$ cat config.mk
export PLATFORM = sky130hd
export DESIGN_NAME = elastic_data_pipeline
export DESIGN_NICKNAME = d
export VERILOG_FILES = /design/src/rtl/elastic_data_pipeline.sv
export SDC_FILE = /design/constraint.sdc
export NUM_CORES = 1
export LEC_CHECK = 0
export BUFFER_PORTS_ARGS = -buffer_cell sky130_fd_sc_hd__buf_2
export CORE_ASPECT_RATIO = 1.2
export CORE_MARGIN = 2
export CORE_UTILIZATION = 43
export DETAILED_ROUTE_END_ITERATION = 10
export HOLD_SLACK_MARGIN = 0.03
export PLACE_DENSITY_LB_ADDON = 0.2
export SLEW_MARGIN = 25
export SYNTH_ARGS = -nofsm -noshare
export SYNTH_HDL_FRONTEND = slang
export SYNTH_SLANG_ARGS = --single-unit
$ cat constraint.sdc
create_clock -name clk -period 1.6 [get_ports clk]
set_input_delay 0.16 -clock clk [delete_from_list [all_inputs] [get_ports clk]]
set_output_delay 0.16 -clock clk [all_outputs]
set_load 0.01 [all_outputs]
$ cat src/rtl/elastic_data_pipeline.sv
// Elastic register pipeline: per-stage valid bits, valid/ready backpressure
// with bubble collapsing, synchronous flush and a registered occupancy count.
// PIPE_DEPTH=0 degenerates to a combinational pass-through with no state.
module elastic_data_pipeline #(
  parameter int                DATA_W      = 32,
  parameter int                PIPE_DEPTH  = 1,
  parameter bit                RESET_EN    = 1'b1,
  parameter logic [DATA_W-1:0] RESET_VALUE = '0,
  parameter int                CNT_W       = $clog2(PIPE_DEPTH + 1)
) (
  input  logic                              clk,
  input  logic                              rst_n,
  input  logic                              flush_i,
  input  logic                              valid_i,
  output logic                              ready_o,
  input  logic [DATA_W-1:0]                 data_i,
  output logic                              valid_o,
  input  logic                              ready_i,
  output logic [DATA_W-1:0]                 data_o,
  output logic [((CNT_W > 0) ? CNT_W : 1)-1:0] count_o
);

  // count_o keeps at least one bit so the depth-0 build still has a legal port
  localparam int CNT_PW = (CNT_W > 0) ? CNT_W : 1;

  generate
    if (PIPE_DEPTH == 0) begin : g_bypass
      logic w_unused_ok;

      assign valid_o     = valid_i && !flush_i;
      assign data_o      = data_i;
      assign ready_o     = ready_i && !flush_i;
      assign count_o     = '0;
      assign w_unused_ok = &{1'b0, clk, rst_n};
    end else begin : g_pipe
      localparam int N = PIPE_DEPTH;

      logic [N-1:0]      r_v;
      logic [DATA_W-1:0] r_d [N];
      logic [CNT_PW-1:0] r_cnt;
      logic [N-1:0]      w_acc;
      logic [N-1:0]      w_vin;
      logic [N-1:0]      w_load;
      logic              w_in_xfer;
      logic              w_out_xfer;

      // Accept chain from the output backwards: a stage accepts when empty or
      // when the stage ahead of it accepts (ready_i for the last stage).
      always_comb begin
        logic w_chain;
        w_acc   = '0;
        w_chain = ready_i;
        for (int i = N - 1; i >= 0; i--) begin
          w_acc[i] = !r_v[i] || w_chain;
          w_chain  = w_acc[i];
        end
      end

      // Valid presented to each stage: upstream for stage 0, predecessor otherwise
      always_comb begin
        w_vin    = '0;
        w_vin[0] = valid_i && !flush_i;
        for (int i = 1; i < N; i++) begin
          w_vin[i] = r_v[i-1];
        end
      end

      assign w_load     = w_acc & w_vin & {N{!flush_i}};
      assign ready_o    = w_acc[0] && !flush_i;
      assign valid_o    = r_v[N-1];
      assign data_o     = r_d[N-1];
      assign count_o    = r_cnt;
      assign w_in_xfer  = valid_i && ready_o;
      assign w_out_xfer = r_v[N-1] && ready_i;

      // Valid bits: flush clears everything, accepting stages take the incoming valid
      always_ff @(posedge clk or negedge rst_n) begin
        if (!rst_n) begin
          r_v <= '0;
        end else if (flush_i) begin
          r_v <= '0;
        end else begin
          r_v <= (w_acc & w_vin) | (~w_acc & r_v);
        end
      end

      if (RESET_EN) begin : g_d_rst
        // Data registers with reset: load only when a real beat moves in
        always_ff @(posedge clk or negedge rst_n) begin
          if (!rst_n) begin
            for (int i = 0; i < N; i++) begin
              r_d[i] <= RESET_VALUE;
            end
          end else begin
            if (w_load[0]) begin
              r_d[0] <= data_i;
            end
            for (int i = 1; i < N; i++) begin
              if (w_load[i]) begin
                r_d[i] <= r_d[i-1];
              end
            end
          end
        end
      end else begin : g_d_nrst
        // Data registers without reset: load only when a real beat moves in
        always_ff @(posedge clk) begin
          if (w_load[0]) begin
            r_d[0] <= data_i;
          end
          for (int i = 1; i < N; i++) begin
            if (w_load[i]) begin
              r_d[i] <= r_d[i-1];
            end
          end
        end
      end

      // Occupancy: +1 per input transfer, -1 per output transfer, zero on flush
      always_ff @(posedge clk or negedge rst_n) begin
        if (!rst_n) begin
          r_cnt <= '0;
        end else if (flush_i) begin
          r_cnt <= '0;
        end else begin
          r_cnt <= r_cnt + CNT_PW'(w_in_xfer) - CNT_PW'(w_out_xfer);
        end
      end
    end
  endgenerate

endmodule
### Word-level counts from Yosys, hierarchy flattened

Index checks and enable logic that the tools add are counted.

| operators by class | value |
|---|---|
| add/sub/neg operators | 2 |
| muxes and demuxes | 2 |
| bitwise gates (word level) | 5 |
| reductions and logical operators | 7 |

Operator list:

| cell | number |
|---|---|
| 1-bit logical AND | 4 |
| 1-bit AND | 3 |
| 1-bit zero test | 2 |
| 1-bit two-way mux | 2 |
| 1-bit adder | 1 |
| 1-bit logical OR | 1 |
| 1-bit NOT | 1 |
| 1-bit bitwise OR | 1 |
| 1-bit subtractor | 1 |

| word-level totals | value |
|---|---|
| bits in registers | 34 |
| output and inout bits | 35 |

### Longest topological paths before layout

Gate-level depths: netlist (run 1).

| logic depth | value |
|---|---|
| depth after elaboration | 7 |
| mapped depth | 4 |
| mapped depth without buffers | 3 |

### Worst setup path after synthesis (run 1)

OpenSTA, ideal clock, no wires.

| timing path | value |
|---|---|
| kind | reg-to-reg |
| start | register g_pipe.r_v, in the netlist valid_o |
| end | register g_pipe.r_d (netlist bit data_o[0]) |
| arrival | 1,349 ps |
| path slack | 126 ps |
| stages on the path, launching flop included | 5 |
| path buffers | 1 |
| period minus slack after synthesis | 1,474 ps |
| path through | dfrtp_1 > nor2b_4 > nor3b_4 > buf_6 > mux2_2 |

| on the way | value |
|---|---|
| word-level cells in the longest chain between the ends | 4 |

Ends and longest elaborated chain:

| element | RTL line | source |
|---|---|---|
| start, declared | 38 | `logic [N-1:0] r_v;` |
| start signal, assigned | 83 | `r_v <= (w_acc & w_vin) \| (~w_acc & r_v);` |
| 1-bit zero test | 54 | `w_acc[i] = !r_v[i] \|\| w_chain;` |
| 1-bit logical OR | 54 |  |
| 1-bit AND (2 in a row) | 68 | `assign w_load = w_acc & w_vin & {N{!flush_i}};` |
| end signal, assigned by index | 100 | `r_d[i] <= r_d[i-1];` |
| end, declared | 39 | `logic [DATA_W-1:0] r_d [N];` |

Every way passes these cells.
A chain may end at the register's enable or synchronous reset.

### Worst setup path after layout (run 1)

| timing path | value |
|---|---|
| start | register g_pipe.r_v, in the netlist valid_o |
| end | register g_pipe.r_d (netlist bit data_o[25]) |

Same word-level chain as after synthesis.

==> flow_summary.json, run 1 <==
{
  "status": "completed",
  "antenna_found_initial": 0,
  "reg2reg_from": "valid_o",
  "area_growth_pct": 35.2,
  "layout_common_cells": "71 x buf_2, 34 x dfrtp_1, 32 x mux2_2",
  "max_stage_delay_ns": 0.41,
  "cts_sinks": 34,
  "ys_warn_count": 0,
  "relSlewSlack": 0.518,
  "drv_slew": 0,
  "intPower_mw": 1.47,
  "cp_slowest_cell": "dfrtp_1",
  "startpoint_type": "flip-flop",
  "setup_violations": 0,
  "layout_commonest_cell": "buf_2",
  "core_area_um2": 3000,
  "clk_latency_ns": 0.33,
  "path_class": "reg2reg",
  "cpLargestDelayFamily": "flip-flops",
  "r2r_setup_slack_ns": 0.11,
  "root_buffer": "clkbuf_4",
  "worstPathArrival_ns": 1.71,
  "synth_nets": 116,
  "globalRouteTotalUtil": 0.155,
  "rows": 22,
  "rsz0062_at_grt": "false",
  "dieArea_um2": 3530,
  "syn_inst": 79,
  "switchingPower_mw": 0.536,
  "post_cts_buffers": 0,
  "ys_seq_area_frac": 0.645,
  "dp_slack_ns": 0.102,
  "grt_pass1_wl_um": 3800,
  "cts_tree": "built",
  "period_minus_slack_ns": 1.49,
  "initial_core_util": 0.440,
  "timing.rr.end": "data_o[25]",
  "place.gp.congestion": 0.624,
  "fmax_ghz": 0.670,
  "fin_area_um2": 1780,
  "finalPower_mw": 2.00,
  "max-cap-violations": 0,
  "p_comb_frac": 0.231,
  "viasPerCell": 4.85,
  "routed_wl_um": 2370,
  "ys_ff_latch": 34,
  "crit_buf_inv": 1,
  "cts_made_buffers": 5,
  "min_path_type": "in2reg",
  "min_path_cells": 2,
  "worst_pin_slew_ns": 0.723,
  "crit_required_ns": 1.82,
  "ys_types": 11,
  "dp_hpwl_um": 1850,
  "drtIter0Drc": 9,
  "wire_per_inst_um": 12.2,
  "sequentialPowerShare": 0.531,
  "clockPowerShare": 0.238,
  "setup-tns-final_ns": 0,
  "vias": 941,
  "p_leak_nw": 0.887,
  "syn_area_per_cell_um2": 16.7,
  "grt_pass1_vias": 882,
  "fin_crit_sh": 0.932,
  "cp_max_fo": 13,
  "n_antenna_cell": 0,
  "drc_errors": 0,
  "switching_share": 0.267,
  "endpoint_kind": "flip-flop",
  "cts-resized-gates": 0,
  "grt_max_degree": 35,
  "hold_violations": 0,
  "ir_worst_vdd_v": 0.000745,
  "drtPass1Iterations": 4,
  "grt.overflow.total": 0,
  "die_w_um": 54.6,
  "place_area_um2": 1710,
  "die_h_um": 64.7,
  "ant_nets": 0,
  "syn_area_um2": 1320,
  "final_layout_size_suffix_gt1_frac": 0.722,
  "clock_path_buffers": 2,
  "setup_slack_ns": 0.109,
  "port_buffers": 71,
  "worstHoldStart": "data_i[9]",
  "p_per_area_nw_per_um2": 1120,
  "hold_end": "data_o[9]",
  "h-tree-depth": 2,
  "finalClockSkew_ns": 0.00424,
  "final_nets": 194,
  "clk_pin_slew_worst_paths_ns": 0.10,
  "ff2ff_path_depth": 4,
  "ios": 72,
  "nFillCells": 276,
  "crit_path_cell_trace": "nor2b_4, nor3b_4, buf_4, mux2_2",
  "hold_buffers": 1,
  "path_depth": 4
}
==> cells by family after synthesis <==
| family | Yosys count | synth area share |
|---|---|---|
| AOI/OAI and AO/OA | 2 | 0.00948 |
| buffers and inverters | 3 | 0.0256 |
| DFF | 34 | 0.645 |
| muxes | 32 | 0.273 |
| and+or+nand+nor | 8 | 0.0474 |
==> power groups by stage <==
stage	logic [mW]	registers (mW)	clock network, mW
after global placement	0.462	1.08	0
after CTS	0.475	1.07	0.502
after floorplan	0.170	1.16	0
after global routing	0.509	1.09	0.535
after detailed placement	0.473	1.09	0
final	0.464	1.06	0.476
==> cell type report <==
| type | count | area (um2) | area share |
|---|---|---|---|
| repair buffers | 74 | 393 | 0.220 |
| multi-input cells | 42 | 435 | 0.244 |
| well taps | 36 | 45.0 | 0.0252 |
| clock buffers | 7 | 55.1 | 0.0309 |
| clock inverters | 1 | 5.00 | 0.00281 |
| flip-flops and latches | 34 | 851 | 0.477 |
==> worst reg2reg max path, cell delays in order (launching register included) <==
cell and delay [ns]:
dfrtp_1 0.41, nor2b_4 0.15, nor3b_4 0.22, buf_4 0.25
mux2_2 0.36
==> worst max-delay path by stage <==
stage / startpoint / endpoint
finish: valid_o / data_o[25]
global route: valid_o / data_o[19]
CTS: valid_o / data_o[27]
detailed placement: valid_o / data_o[19]
global placement: valid_o / data_o[1]
floorplan: valid_o / data_o[0]
==> layer usage <==
layer / routed length (um) / GRT usage / vias to the layer above
li1: - / - / 434
met1: 834 / 0.154 / 457
met2: 1250 / 0.257 / 45
met3: 232 / 0.0760 / 5
met4: 48 / 0.0750 / 0
met5: 0 / 0 / -
==> cells in the mapped netlist <==
library cell  count  area (um2)
buf_6             3        33.8
dfrtp_1          34         851
a21oi_1           1        5.00
nand3_1           1        5.00
nor3b_4           1        18.8
nor2b_4           1        13.8
nand3b_1          1        7.51
nor2_1            3        11.3
nand2b_1          1        6.26
a21o_1            1        7.51
mux2_2           32         360
==> through the flow <==
| step | hold slack, ns | utilization | std cells |
|---|---|---|---|
| 2_1_floorplan | -0.136 | - | 79 |
| 3_3_place_gp | 0.253 | 0.571 | 185 |
| 3_5_place_dp | 0.268 | 0.571 | 185 |
| 4_1_cts | 0.0339 | 0.595 | 194 |
| 5_1_grt | 0.0360 | 0.595 | 194 |
| 6_report | 0.0515 | 0.595 | 194 |
==> registers in the layout (all words and copies together), names as in the netlist <==
signal and count:
data_o 32, count_o 1, valid_o 1
(Power assumes the default switching activity.)
==> inputs of run 2 (changes only) <==
- CORE_UTILIZATION: 43 -> 45
- CTS_BUF_LIST: default -> sky130_fd_sc_hd__clkbuf_2 sky130_fd_sc_hd__clkbuf_4 sky130_fd_sc_hd__clkbuf_8
- PLACE_DENSITY: default -> 0.81
- PLACE_DENSITY_LB_ADDON: 0.2 -> default
==> flow_summary.json, run 2 (synthesized netlist as in run 1, its figures left out) <==
{
  "final_layout_size_suffix_gt1_frac": 0.715,
  "vias": 945,
  "drtPass1Iterations": 2,
  "switchingPower_mw": 0.545,
  "ant_nets": 0,
  "largest_reg_flops": 32,
  "p_leak_nw": 0.890,
  "nFillCells": 256,
  "routed_wl_um": 2630,
  "globalRouteTotalUtil": 0.181,
  "period_minus_slack_ns": 1.48,
  "ios": 72,
  "intPower_mw": 1.46,
  "startpoint_type": "flip-flop",
  "status": "completed",
  "p_comb_frac": 0.236,
  "grt.overflow.total": 0,
  "crit_required_ns": 1.82,
  "drc_errors": 0,
  "die_h_um": 63.3,
  "worstPathArrival_ns": 1.70,
  "fmax_ghz": 0.674,
  "hold_violations": 0,
  "wire_per_inst_um": 13.7,
  "relSlewSlack": 0.517,
  "clock_path_buffers": 2,
  "grt_max_degree": 35,
  "r2r_setup_slack_ns": 0.12,
  "sequentialPowerShare": 0.535,
  "worst_pin_slew_ns": 0.725,
  "rows": 21,
  "cp_max_fo": 24,
  "min_path_type": "in2reg",
  "dieArea_um2": 3380,
  "reg2reg_from": "valid_o",
  "drtIter0Drc": 32,
  "drv_slew": 0,
  "h-tree-depth": 2,
  "place_inst": 183,
  "finalPower_mw": 2.00,
  "layout_commonest_cell": "buf_2",
  "die_w_um": 53.4,
  "instances_no_fill": 192,
  "cts_made_buffers": 5,
  "place.gp.congestion": 0.700,
  "switching_share": 0.272,
  "initial_core_util": 0.474,
  "place_area_um2": 1710,
  "clockPowerShare": 0.229,
  "setup_violations": 0,
  "n_antenna_cell": 0,
  "finalClockSkew_ns": 0.00399,
  "ir_worst_vdd_v": 0.000711,
  "p_per_area_nw_per_um2": 1120,
  "dp_hpwl_um": 1990,
  "cts_sinks": 34,
  "fin_crit_sh": 0.927,
  "rsz0062_at_grt": "false",
  "layout_common_cells": "71 x buf_2, 34 x dfrtp_1, 32 x mux2_2",
  "crit_start": "valid_o",
  "path_class": "reg2reg",
  "worstHoldStart": "data_i[27]",
  "root_buffer": "clkbuf_4",
  "cts_tree": "built",
  "final_nets": 196,
  "area_growth_pct": 35.8,
  "clk_pin_slew_worst_paths_ns": 0.09,
  "grt_pass1_vias": 981,
  "core_area_um2": 2790,
  "grt_pass1_wl_um": 4290,
  "endpoint_kind": "flip-flop",
  "viasPerCell": 4.92,
  "clk_latency_ns": 0.33,
  "post_cts_buffers": 0,
  "antenna_found_initial": 0,
  "port_buffers": 71,
  "setup-tns-final_ns": 0,
  "fin_area_um2": 1790,
  "max-cap-violations": 0
}
run 2: cell types whose count changed in the layout (fill, tap and decap cells not counted), sizes merged:
cell / before / now
dlygate4sd3: 1 / 3
clkbuf: 7 / 6
clkinv: 1 / 0
run 2: worst max-delay path, cell delays in order, from the launching register on:
cell and delay [ns]:
dfrtp_1 0.42, nor2b_4 0.15, nor3b_4 0.23, buf_12 0.21, mux2_2 0.35
run 2: timing repair:
item                       in CTS  in global routing
hold endpoints to repair       35                  1
gates resized for setup         0                  0
hold buffers                    2                  1
setup endpoints to repair       0                  0
run 2: area by class of cell:
type	count	area (um2)	area share
clock buffers	6	51.3	0.0286
multi-input cells	42	435	0.243
flip-flops and latches	34	851	0.475
well taps	34	42.5	0.0237
repair buffers	76	413	0.230
run 2: worst paths after layout:
path,end,depth (start not counted)
setup reg to reg,data_o[3],4
min in group asynchronous,valid_o,2
hold reg to reg,data_o[28],1
max in group asynchronous,data_o[8],2
setup / recovery,data_o[3],4
hold / removal,data_o[27],2
run 2: metal layers:
layer  part of all wire  up-vias  wire (um)  global-route usage
met5                  0        -          0                   0
met4              0.018        0         48              0.0769
met2               0.54       40       1420               0.307
met3              0.076        7        200              0.0758
li1                   -      432          -                   -
met1               0.37      466        967               0.189
run 2: power by group through the flow:
stage	Sequential (mW)	Clock [mW]	Combinational, mW
global placement	1.08	0	0.462
finish	1.07	0.458	0.473
detailed placement	1.09	0	0.476
global route	1.09	0.519	0.514
CTS	1.07	0.476	0.481
floorplan	1.16	0	0.170
run 2: metrics by stage:
step	util	hold WS [ns]	worst slack, ns
floorplan	-	-0.136	0.126
global placement	0.615	0.240	0.194
detailed placement	0.615	0.259	0.118
CTS	0.640	0.0394	0.103
global route	0.644	0.0321	0.0492
finish	0.644	0.0528	0.116
==> inputs of run 3 (changes only) <==
- PLACE_DENSITY: 0.81 -> 0.82
==> flow_summary.json, run 3 (synthesized netlist as in run 1, its figures left out) <==
{
  "status": "completed",
  "wl_met2_um": 1380,
  "path_class": "reg2reg",
  "ios": 72,
  "fin_crit_sh": 0.933,
  "max-cap-violations": 0,
  "antenna_found_initial": 0,
  "grt.overflow.total": 0,
  "cp_max_fo": 12,
  "port_buffers": 71,
  "endpoint_kind": "flip-flop",
  "worst_pin_slew_ns": 0.731,
  "worstHoldStart": "data_i[20]",
  "cp_slowest_cell": "dfrtp_1",
  "min_path_type": "in2reg",
  "layout_common_cells": "71 x buf_2, 34 x dfrtp_1, 32 x mux2_2",
  "clock_path_buffers": 2,
  "routedLengthMet1_um": 873,
  "dp_hpwl_um": 2010,
  "drtPass1Iterations": 4,
  "crit_buf_inv": 1,
  "crit_start": "valid_o",
  "crit_path_cell_trace": "nor2b_4, nor3b_4, buf_4, mux2_2",
  "path_depth": 4,
  "layout_commonest_cell": "buf_2",
  "setup-tns-final_ns": 0,
  "wire_per_inst_um": 13.1,
  "startpoint_type": "flip-flop",
  "initial_core_util": 0.474,
  "final_layout_size_suffix_gt1_frac": 0.719,
  "worstPathArrival_ns": 1.71,
  "grt_pass1_wl_um": 4150,
  "max_stage_delay_ns": 0.41,
  "fin_area_um2": 1820,
  "cts_tree": "built",
  "crit_required_ns": 1.82,
  "final_nets": 196,
  "setup_slack_ns": 0.107,
  "clk_pin_slew_worst_paths_ns": 0.11,
  "p_per_area_nw_per_um2": 1180,
  "globalRouteTotalUtil": 0.172,
  "drv_slew": 0,
  "h-tree-depth": 2,
  "grt_pass1_vias": 993,
  "nFillCells": 246,
  "fmax_ghz": 0.670,
  "r2r_setup_slack_ns": 0.11,
  "setup_violations": 0,
  "root_buffer": "clkbuf_4",
  "rsz0062_at_grt": "false",
  "clk_latency_ns": 0.33,
  "finalClockSkew_ns": 0.00850,
  "die_h_um": 63.3,
  "drc_errors": 0,
  "drtIter0Drc": 6,
  "hold_violations": 0,
  "dp_slack_ns": 0.100,
  "cpLargestDelayFamily": "flip-flops",
  "rows": 21,
  "ant_nets": 0,
  "place.gp.congestion": 0.662,
  "hold_end": "data_o[20]",
  "viasPerCell": 4.80,
  "timing.rr.end": "data_o[27]",
  "n_antenna_cell": 0,
  "place_area_um2": 1710,
  "die_w_um": 53.4,
  "cts_made_buffers": 5,
  "period_minus_slack_ns": 1.49,
  "cts-resized-gates": 0,
  "relSlewSlack": 0.513,
  "area_growth_pct": 38.2,
  "core_area_um2": 2790,
  "p_leak_nw": 0.897,
  "min_path_cells": 2,
  "dieArea_um2": 3380,
  "wl_met3_um": 192,
  "ff2ff_path_depth": 4,
  "reg2reg_from": "valid_o",
  "top_layer": "met4",
  "grt_max_degree": 35,
  "ir_worst_vdd_v": 0.000785,
  "cts_sinks": 34,
  "vias": 932,
  "largest_reg_flops": 32,
  "routed_wl_um": 2530
}
[run 3: worst max path at each step]
| stage | endpoint | slack, ns |
|---|---|---|
| floorplan | data_o[0] | 0.13 |
| global placement | data_o[9] | 0.17 |
| detailed placement | data_o[27] | 0.10 |
| CTS | data_o[27] | 0.08 |
| global route | data_o[30] | 0.03 |
| finish | data_o[27] | 0.11 |
[run 3: cell type report]
| class | instances | area [um2] | share of cell area |
|---|---|---|---|
| sequential | 34 | 851 | 0.466 |
| multi-input combinational | 42 | 435 | 0.239 |
| timing repair buffer | 76 | 413 | 0.226 |
| clock inverter | 3 | 45.0 | 0.0247 |
| tap | 34 | 42.5 | 0.0233 |
| clock buffer | 5 | 37.5 | 0.0206 |
[run 3: power by group]
group	switching [mW]	total, mW	internal, mW
clock	0.282	0.610	0.328
combinational	0.215	0.474	0.260
sequential	0.0659	1.07	1.00
[run 3: what timing repair did]
| action | 4_1_cts | 5_1_grt |
|---|---|---|
| hold buffers | 1 | 2 |
| setup buffers | 0 | 0 |
| hold endpoints to repair | 34 | 2 |
[run 3: worst reg2reg max path, stage by stage, from the launching register on]
cell     delay (ns)
dfrtp_1        0.41
nor2b_4        0.15
nor3b_4        0.22
buf_4          0.25
mux2_2         0.36
[run 3: metrics by stage]
step,power (mW),std cells,utilization,hold WS (ns)
6_report,2.15,194,0.655,0.0515
5_1_grt,2.28,194,0.655,0.0313
4_1_cts,2.18,192,0.648,0.0373
3_5_place_dp,1.56,183,0.615,0.256
3_3_place_gp,1.54,183,0.615,0.243
2_1_floorplan,1.32,79,-,-0.136
[run 3: layer usage]
metal / global-route usage / vias up
met5: 0 / -
met4: 0.106 / 0
met3: 0.0521 / 10
met2: 0.301 / 47
met1: 0.166 / 439
li1: - / 436
